$ cat src/rtl/regfile_seq_pkg.sv
// ---------------------------------------------------------------------------
// regfile_seq_pkg
// Shared definitions for the multicycle register-file sequencer:
//   - state_t   : controller state encoding (IDLE, T1, T2, T3)
//   - opcode_t  : instruction opcodes (1000-1111 are illegal)
//   - instruction field positions inside the 10-bit instruction word
//   - isAluOp() : true for opcodes that take the three-step ALU path
// ---------------------------------------------------------------------------
package regfile_seq_pkg;

   typedef enum logic [1:0] {
      IDLE = 2'd0,
      T1   = 2'd1,
      T2   = 2'd2,
      T3   = 2'd3
   } state_t;

   typedef enum logic [3:0] {
      OP_LOAD = 4'd0,
      OP_MOV  = 4'd1,
      OP_ADD  = 4'd2,
      OP_SUB  = 4'd3,
      OP_INV  = 4'd4,
      OP_AND  = 4'd5,
      OP_OR   = 4'd6,
      OP_XOR  = 4'd7
   } opcode_t;

   localparam int OP_MSB = 9;
   localparam int OP_LSB = 6;
   localparam int RX_MSB = 5;
   localparam int RX_LSB = 4;
   localparam int RY_MSB = 3;
   localparam int RY_LSB = 2;

   // ADD through XOR share the read-Rx / compute / write-back sequence.
   function automatic logic isAluOp(input logic [3:0] op);
      return (op >= OP_ADD) && (op <= OP_XOR);
   endfunction

endpackage

$ cat src/rtl/regfile_seq_decode.sv
// ---------------------------------------------------------------------------
// regfile_seq_decode
// Purely combinational decode of (state, latched instruction fields) into
// the register-file, ALU and bus control strobes.
// Ports:
//   i_state   : current controller state
//   i_opcode  : latched opcode, i_rx / i_ry : latched register fields
//   o_enw/o_wra, o_enr0/o_rda0, o_enr1/o_rda1 : register file controls
//   o_ain, o_gin, o_gout, o_extern, o_alucont  : ALU latch / bus controls
//   o_done    : last cycle of an instruction, o_busy : state is not IDLE
// ---------------------------------------------------------------------------
module regfile_seq_decode
   import regfile_seq_pkg::*;
#(
   parameter int AW = 2
) (
   input  state_t        i_state,
   input  logic [3:0]    i_opcode,
   input  logic [AW-1:0] i_rx,
   input  logic [AW-1:0] i_ry,
   output logic          o_enw,
   output logic [AW-1:0] o_wra,
   output logic          o_enr0,
   output logic [AW-1:0] o_rda0,
   output logic          o_enr1,
   output logic [AW-1:0] o_rda1,
   output logic          o_ain,
   output logic          o_gin,
   output logic          o_gout,
   output logic          o_extern,
   output logic [3:0]    o_alucont,
   output logic          o_done,
   output logic          o_busy
);

   // Everything defaults to inactive with zero addresses so unused address
   // outputs never carry stale register numbers. T2/T3 are only reachable
   // for ALU opcodes, so they need no opcode guard beyond the INV case.
   always_comb begin
      o_enw     = 1'b0;
      o_wra     = '0;
      o_enr0    = 1'b0;
      o_rda0    = '0;
      o_enr1    = 1'b0;
      o_rda1    = '0;
      o_ain     = 1'b0;
      o_gin     = 1'b0;
      o_gout    = 1'b0;
      o_extern  = 1'b0;
      o_alucont = 4'd0;
      o_done    = 1'b0;
      o_busy    = (i_state != IDLE);
      case (i_state)
         T1: begin
            if (i_opcode == OP_LOAD) begin
               o_extern = 1'b1;
               o_enw    = 1'b1;
               o_wra    = i_rx;
               o_done   = 1'b1;
            end else if (i_opcode == OP_MOV) begin
               o_enr0 = 1'b1;
               o_rda0 = i_ry;
               o_enw  = 1'b1;
               o_wra  = i_rx;
               o_done = 1'b1;
            end else if (isAluOp(i_opcode)) begin
               o_enr0 = 1'b1;
               o_rda0 = i_rx;
               o_ain  = 1'b1;
            end else begin
               o_done = 1'b1;
            end
         end
         T2: begin
            if (i_opcode != OP_INV) begin
               o_enr1 = 1'b1;
               o_rda1 = i_ry;
            end
            o_alucont = i_opcode;
            o_gin     = 1'b1;
         end
         T3: begin
            o_gout = 1'b1;
            o_enw  = 1'b1;
            o_wra  = i_rx;
            o_done = 1'b1;
         end
         default: begin
         end
      endcase
   end

endmodule

$ cat src/rtl/regfile_sequencer.sv
// ---------------------------------------------------------------------------
// regfile_sequencer
// Multicycle control unit for the 10-bit datapath. Latches one instruction
// per accepted Exec and walks IDLE -> T1 [-> T2 -> T3] -> IDLE, driving the
// register file, ALU latches and shared-bus drivers through the decoder.
// Ports:
//   CLKb, Rst        : clock (rising edge), async active-high reset
//   Exec, Instr      : start request (accepted in IDLE only), instruction
//   ENW/WRA, ENR0/RDA0, ENR1/RDA1 : register file controls
//   Ain, Gin, Gout, Extern, ALUcont : ALU latch and bus controls
//   Done, Busy       : final instruction cycle, not-IDLE indicator
// Optional build macro REGFILE_PEEK_EN adds PeekEn/PeekAddr/PeekGrant so a
// debug display can read a register through port 1 while the unit is idle.
// ---------------------------------------------------------------------------
module regfile_sequencer
   import regfile_seq_pkg::*;
#(
   parameter int DW = 10,
   parameter int AW = 2
) (
   input  logic          CLKb,
   input  logic          Rst,
   input  logic          Exec,
   input  logic [DW-1:0] Instr,
   output logic          ENW,
   output logic [AW-1:0] WRA,
   output logic          ENR0,
   output logic [AW-1:0] RDA0,
   output logic          ENR1,
   output logic [AW-1:0] RDA1,
   output logic          Ain,
   output logic          Gin,
   output logic          Gout,
   output logic          Extern,
   output logic [3:0]    ALUcont,
   output logic          Done,
`ifdef REGFILE_PEEK_EN
   input  logic          PeekEn,
   input  logic [AW-1:0] PeekAddr,
   output logic          PeekGrant,
`endif
   output logic          Busy
);

   state_t        r_state;
   state_t        w_nextState;
   logic [DW-1:0] r_ir;
   logic          w_accept;
   logic          w_decEnr1;
   logic [AW-1:0] w_decRda1;
   logic          w_unusedIrBits;

   assign w_accept       = (r_state == IDLE) && Exec;
   assign w_unusedIrBits = ^r_ir[1:0];

   // Next-state logic: only ALU opcodes continue past T1.
   always_comb begin
      w_nextState = r_state;
      case (r_state)
         IDLE:    w_nextState = Exec ? T1 : IDLE;
         T1:      w_nextState = isAluOp(r_ir[OP_MSB:OP_LSB]) ? T2 : IDLE;
         T2:      w_nextState = T3;
         T3:      w_nextState = IDLE;
         default: w_nextState = IDLE;
      endcase
   end

   // State and instruction registers. The IR only loads on an accepted
   // Exec, so requests arriving mid-instruction cannot disturb it.
   always_ff @(posedge CLKb or posedge Rst) begin
      if (Rst) begin
         r_state <= IDLE;
         r_ir    <= '0;
      end else begin
         r_state <= w_nextState;
         if (w_accept) begin
            r_ir <= Instr;
         end
      end
   end

   regfile_seq_decode #(.AW(AW)) u_decode (
      .i_state   (r_state),
      .i_opcode  (r_ir[OP_MSB:OP_LSB]),
      .i_rx      (r_ir[RX_MSB:RX_LSB]),
      .i_ry      (r_ir[RY_MSB:RY_LSB]),
      .o_enw     (ENW),
      .o_wra     (WRA),
      .o_enr0    (ENR0),
      .o_rda0    (RDA0),
      .o_enr1    (w_decEnr1),
      .o_rda1    (w_decRda1),
      .o_ain     (Ain),
      .o_gin     (Gin),
      .o_gout    (Gout),
      .o_extern  (Extern),
      .o_alucont (ALUcont),
      .o_done    (Done),
      .o_busy    (Busy)
   );

`ifdef REGFILE_PEEK_EN
   // Port 1 is lent to the debug reader only while idle and not about to
   // start an instruction, so the controller always owns it once Busy.
   logic w_peek;
   assign w_peek    = (r_state == IDLE) && PeekEn && !Exec;
   assign PeekGrant = w_peek;
   assign ENR1      = w_decEnr1 | w_peek;
   assign RDA1      = w_peek ? PeekAddr : w_decRda1;
`else
   assign ENR1 = w_decEnr1;
   assign RDA1 = w_decRda1;
`endif

endmodule

$ cat config.mk
export PLATFORM = sky130hd
export DESIGN_NAME = regfile_sequencer
export DESIGN_NICKNAME = d
export VERILOG_FILES = /design/src/rtl/regfile_seq_pkg.sv /design/src/rtl/regfile_seq_decode.sv /design/src/rtl/regfile_sequencer.sv
export SDC_FILE = /design/constraint.sdc
export NUM_CORES = 1
export LEC_CHECK = 0
export CAP_MARGIN = 40
export CELL_PAD_IN_SITES_DETAIL_PLACEMENT = 0
export CELL_PAD_IN_SITES_GLOBAL_PLACEMENT = 1
export CORE_MARGIN = 1
export CORE_UTILIZATION = 30
export DETAILED_ROUTE_END_ITERATION = 10
export PLACE_DENSITY_LB_ADDON = 0.25
export SYNTH_ARGS = -nofsm -noshare
export SYNTH_HDL_FRONTEND = slang
export SYNTH_SLANG_ARGS = --single-unit
$ cat constraint.sdc
create_clock -name CLKb -period 2.94 [get_ports CLKb]
set_input_delay 0.441 -clock CLKb [delete_from_list [all_inputs] [get_ports CLKb]]
set_output_delay 0.441 -clock CLKb [all_outputs]
set_load 0.01 [all_outputs]
==> flow_metrics.tcl, run 1 <==
set metrics [dict create \
    mappedNetlistArea_um2 609.3 \
    cp_cell_sequence "or4b_1 > o22ai_1 > clkdlybuf4s50_1" \
    synthXorXnorAreaFrac 0 \
    synth.area.top_cells "dfrtp_1 (41%), mux2_2 (15%), nand4bb_1 (7.4%)" \
    cp.buffers_inverters 1 \
    seq_area_frac_synth 0.4107 \
    diodes 0 \
    combinationalPowerShare 0.511 \
    worstSetupPathDepth 3 \
    slew_violations 0 \
    dp.cells 107 \
    post_cts_resize_count 0 \
    cts_setup_buffers 0 \
    slowest_delay_ns 0.57 \
    core_area_um2 1821 \
    globalRoute.totalOverflow 0 \
    path_clk_slew_ns 0.06 \
    drt_iter0_markers 1 \
    cts_tree "yes" \
    timing.rr.end "r_ir[9]$_DFFE_PP0P_" \
    dpl-instance-area_um2 919.6 \
    fill_cells 183 \
    final_util 0.5251 \
    hold_path.class "input pin to asynchronous set/reset pin" \
    clock_path_buffers 2 \
    status "complete, no violations" \
    fmax_mhz 402.2 \
    wire_per_inst_um 12.00 \
    power.total_uw 914.2 \
    hpwl_um 1055 \
    synth_fa_ha_area_frac 0 \
    synth_mux_area_frac 0.1478 \
    power_frac_clock 0.131 \
    r2r_slack_ns 1.42 \
    synth_top_family_by_area "simple AND/OR/NAND/NOR gates" \
    grt_antenna_before_repair 0 \
    crit_type "flop to output port" \
    die-height_um 47.07 \
    finalInstanceArea_um2 955.9 \
    viasPerCell 4.901 \
    cp_data_required_time_ns 2.50 \
    grt_max_degree 14 \
    io_buffers 29 \
    path_max_fanout 8 \
    ant_nets 0 \
    ys_types 23 \
    p_seq_frac 0.357 \
    num-nets-final 100 \
    critPathLaunchType "flop" \
    num_vias 544 \
    ys_ff_latch 10 \
    synth_area_per_cell_um2 10.88 \
    grt_pass1_wl_um 2208 \
    max_slew_margin 0.6369 \
    gp_congestion 0.6905 \
    clock-sinks 10 \
    multi_input_area_um2 340.3 \
    cp.arrival_ns 2.05 \
    cts_root_buf "clkbuf_4" \
    leakage_nw 0.3865 \
    drive_gt1_frac 0.1860 \
    row_count 15 \
    syn_inst 56 \
    fin_skew_ns 0.003879 \
    yosysTopAreaCell "dfrtp_1" \
    worstSkewPairLatency_ns 0.26 \
    yosys.area_share.simple 0.3101 \
    drcViolationCount 0 \
    final_common_cell "clkdlybuf4s50_1" \
    cts.htree.levels 1 \
    setup_violations 0 \
    tns_ns 0 \
    grt_util_all_layers 0.1469 \
    die_x_um 47.07 \
    seq_area_um2 250.2 \
    ctsHoldBuffers 0 \
    cp_slowest_cell "or4b_1" \
    ys_warn_count 0 \
    crit_family "simple AND/OR/NAND/NOR gates" \
    fin_cells 111 \
    finalWirelength_um 1332 \
    post-route-min-period_ns 2.486 \
    max-vdd-ir-drop_mv 0.5780 \
    grt_pass1_vias 472 \
    final-hold-violation-count 0 \
    area_growth_syn_to_layout_pct 56.88 \
    die_area_um2 2215 \
    reg2reg_depth 2 \
    crit_path_end_kind "output port" \
    cp-startpoint "r_ir[7]$_DFFE_PP0P_" \
    yosysTopAreaCellShare 0.4107 \
    cts_buffers 3 \
    rsz0062_at_grt "false" \
    post-route-period-util 0.8457 \
    ios 32 \
    crit_end "RDA0[1]" \
    power_density_nw_per_um2 956.3 \
    layout.cells.most_common_list "clkdlybuf4s50_1 (29), dfrtp_1 (10), mux2_2 (8)" \
    p_int_uw 580.6 \
    worstMarginPinSlew_ns 0.5371 \
    initial_core_util 0.3347 \
    rr_startpoint "r_state[0]$_DFF_PP0_" \
    firstDrtPassIters 2 \
    p_sw_frac 0.3649 \
    synth_compound_area_frac 0.1006 \
    switchingPower_uw 333.6 \
    drv_cap 0 \
    syn_nets 69 \
]
[stage by stage]
step | hold WS (ns) | setup WS, ns
3_3_place_gp | 0.5218 | 0.7432
6_report | 0.4436 | 0.4538
3_5_place_dp | 0.5244 | 0.7319
5_1_grt | 0.5000 | 0.3500
2_1_floorplan | 0.2812 | 1.283
4_1_cts | 0.4609 | 0.4436
[synth_stat cells (all sizes together)]
master	instances
dfrtp	10
mux2	8
and2	5
nand4bb	4
nor2	4
clkbuf	3
nor3b	3
inv	2
nand2b	2
nor3	2
o211a	2
o22ai	2
a211oi	1
nor2b	1
nor4b	1
o21a	1
o21ai	1
o31a	1
or2	1
or3b	1
or4b	1
[per-layer routing]
layer  vias to the layer above  GRT usage  wire [um]
met4                         0     0.1143         34
met1                       248     0.1958        628
met5                         -          0          0
li1                        267          -          -
met2                        25     0.2139        577
met3                         4    0.01923         93
[worst min path at each step]
stage                                    from                         end  slack (ns)  depth (start not counted)
after floorplan                           Rst  asynchronous set/reset pin        0.28                          1
after global placement    r_ir[2]$_DFFE_PP0P_         r_ir[2]$_DFFE_PP0P_        0.52                          1
after detailed placement  r_ir[2]$_DFFE_PP0P_         r_ir[2]$_DFFE_PP0P_        0.52                          1
after CTS                                 Rst         r_ir[7]$_DFFE_PP0P_        0.46                          2
after global routing                      Rst         r_ir[8]$_DFFE_PP0P_        0.50                          2
final                                     Rst         r_ir[8]$_DFFE_PP0P_        0.44                          2
[power by group through the flow]
stage	logic, mW	registers [mW]	clock network (mW)
after global placement	0.466	0.327	0
final	0.468	0.327	0.120
after detailed placement	0.472	0.332	0
after floorplan	0.311	0.266	0
after CTS	0.475	0.328	0.123
after global routing	0.518	0.346	0.130
[worst register-to-register path, stage by stage (launching register included)]
cell and delay (ns):
dfrtp_1 0.52, nor3b_4 0.48, mux2_2 0.40
[registers in the layout, summed over array words and instances, names as in the netlist, named ones only]
name     count
r_ir         8
r_state      1
[cells by family after synthesis]
logic type / Yosys count
simple gates: 25
compound gates: 8
flops: 10
buf+inv: 5
mux: 8
[final cells by class]
type | count | share of cell area
flip-flops and latches | 10 | 0.2618
inverters | 2 | 0.007853
well taps | 25 | 0.03272
repair buffers | 29 | 0.3037
multi-input cells | 41 | 0.3560
clock buffers | 4 | 0.03796
Power figures use the tool's default switching activity.
==> run 2: changes to the inputs <==
CORE_UTILIZATION = 27   (was 30)
clock period = 2.5 ns   (was 2.94 ns; I/O delays follow)
==> flow_metrics.tcl, run 2 (synthesis results as in run 1) <==
set metrics [dict create \
    hpwl_um 1056 \
    die_area_um2 2451 \
    critPathLaunchType "flop" \
    ctsHoldBuffers 0 \
    die-height_um 49.51 \
    cp_cell_sequence "or4b_1 > o22ai_1 > clkdlybuf4s50_1" \
    p_int_uw 680.0 \
    cts_root_buf "clkbuf_4" \
    max_slew_margin 0.6495 \
    gp_congestion 0.7262 \
    largest_reg_flops 8 \
    clock-sinks 10 \
    final_util 0.4743 \
    hold_ws_ns 0.3860 \
    grt_util_all_layers 0.1217 \
    power_frac_clock 0.096 \
    fmax_mhz 419.6 \
    power.total_mw 1.076 \
    p_sw_frac 0.3681 \
    cp_slowest_cell "clkdlybuf4s50_1" \
    leakage_nw 0.3933 \
    grt_pass1_wl_um 2304 \
    cts_tree "yes" \
    cts.htree.levels 1 \
    row_count 16 \
    cp_data_required_time_ns 2.12 \
    finalWirelength_um 1336 \
    post_cts_resize_count 0 \
    reg2reg_depth 3 \
    final-hold-violation-count 0 \
    tns_ns 0 \
    cp.arrival_ns 2.01 \
    core_area_um2 2042 \
    post-route-period-util 0.9533 \
    cts_setup_buffers 0 \
    drive_gt1_frac 0.2159 \
    fill_cells 213 \
    die_x_um 49.51 \
    rsz0062_at_grt "false" \
    power_density_nw_per_um2 1111 \
    ant_nets 0 \
    regMostFlops "r_ir" \
    post-route-min-period_ns 2.383 \
    grt_max_degree 13 \
    timing.rr.end "r_ir[3]$_DFFE_PP0P_" \
    num_vias 534 \
    fin_skew_ns 0.001945 \
    clock_path_buffers 2 \
    slowest_delay_ns 0.56 \
    io_buffers 29 \
    combinationalPowerShare 0.583 \
    crit_type "flop to output port" \
    ios 32 \
    r2r_slack_ns 1.03 \
    num-nets-final 103 \
    drv_cap 0 \
    cts_buffers 3 \
    firstDrtPassIters 3 \
    status "complete, no violations" \
    max-vdd-ir-drop_mv 0.4576 \
    area_growth_syn_to_layout_pct 58.93 \
    path_max_fanout 8 \
    drt_iter0_markers 6 \
    drcViolationCount 0 \
    initial_core_util 0.2984 \
    grt_pass1_vias 537 \
    final_common_cell "clkdlybuf4s50_1" \
    globalRoute.totalOverflow 0 \
    path_clk_slew_ns 0.06 \
    grt_antenna_before_repair 0 \
    worstMarginPinSlew_ns 0.5185 \
    diodes 0 \
    hold_path.class "input pin to asynchronous set/reset pin" \
    top_regs "r_ir: 8 flops, r_state: 1 flops" \
    worstSkewPairLatency_ns 0.25 \
    setup_violations 0 \
    switchingPower_uw 396.2 \
    p_seq_frac 0.321 \
    viasPerCell 4.643 \
    slew_violations 0 \
    layout.cells.most_common_list "clkdlybuf4s50_1 (29), dfrtp_1 (9), mux2_2 (8)" \
    crit_path_end_kind "output port" \
    wire_per_inst_um 11.62 \
]
run 2: cell count changes in the layout (fill, tap and decap cells not counted):
cell,change
dfrtp_2,+1
buf_4,+3
dfrtp_1,-1
clkbuf_8,-1
run 2: worst max-delay path, delay by kind of cell (launching register included):
| kind | cells | cell delay, ns |
|---|---|---|
| compound gates | 1 | 0.20 |
| buf+inv | 1 | 0.56 |
| flops | 1 | 0.45 |
| simple gates | 1 | 0.55 |
run 2: worst max path at each step:
stage	depth (start not counted)	slack, ns	endpoint	start
after floorplan	2	0.91	RDA0[0]	r_ir[7]$_DFFE_PP0P_
after global placement	3	0.37	RDA0[1]	r_ir[9]$_DFFE_PP0P_
after detailed placement	3	0.38	RDA0[0]	r_ir[9]$_DFFE_PP0P_
after CTS	3	0.09	RDA0[0]	r_ir[9]$_DFFE_PP0P_
after global routing	3	0.01	RDA0[0]	r_ir[8]$_DFFE_PP0P_
final	3	0.12	RDA0[0]	r_ir[8]$_DFFE_PP0P_
run 2: area by class of cell:
| type | count | area, um2 | share of cell area |
|---|---|---|---|
| well taps | 27 | 33.78 | 0.03488 |
| inverters | 2 | 7.507 | 0.007752 |
| clock buffers | 3 | 22.52 | 0.02326 |
| multi-input cells | 41 | 340.3 | 0.3514 |
| repair buffers | 32 | 312.8 | 0.3230 |
| flip-flops and latches | 10 | 251.5 | 0.2597 |
run 2: through the flow:
| stage | worst slack (ns) | area (um2) | instances |
|---|---|---|---|
| after floorplan | 0.9093 | 609.3 | 56 |
| after global placement | 0.3710 | 944.7 | 112 |
| after detailed placement | 0.3782 | 944.7 | 112 |
| after CTS | 0.09169 | 967.2 | 115 |
| after global routing | 0.01125 | 968.4 | 115 |
| final | 0.1168 | 968.4 | 115 |
run 2: routing by layer:
layer	track usage	vias to the layer above	routed length (um)
met5	0	-	0
met4	0.05714	0	0
met3	0.02160	0	65
met2	0.1986	21	599
met1	0.1549	244	671
li1	-	269	-
run 2: power groups by stage:
stage,Clock (mW),Sequential [mW],Combinational [mW]
finish,0.103,0.345,0.628
global route,0.117,0.359,0.682
CTS,0.106,0.343,0.636
detailed placement,0,0.345,0.634
global placement,0,0.343,0.628
floorplan,0,0.313,0.365
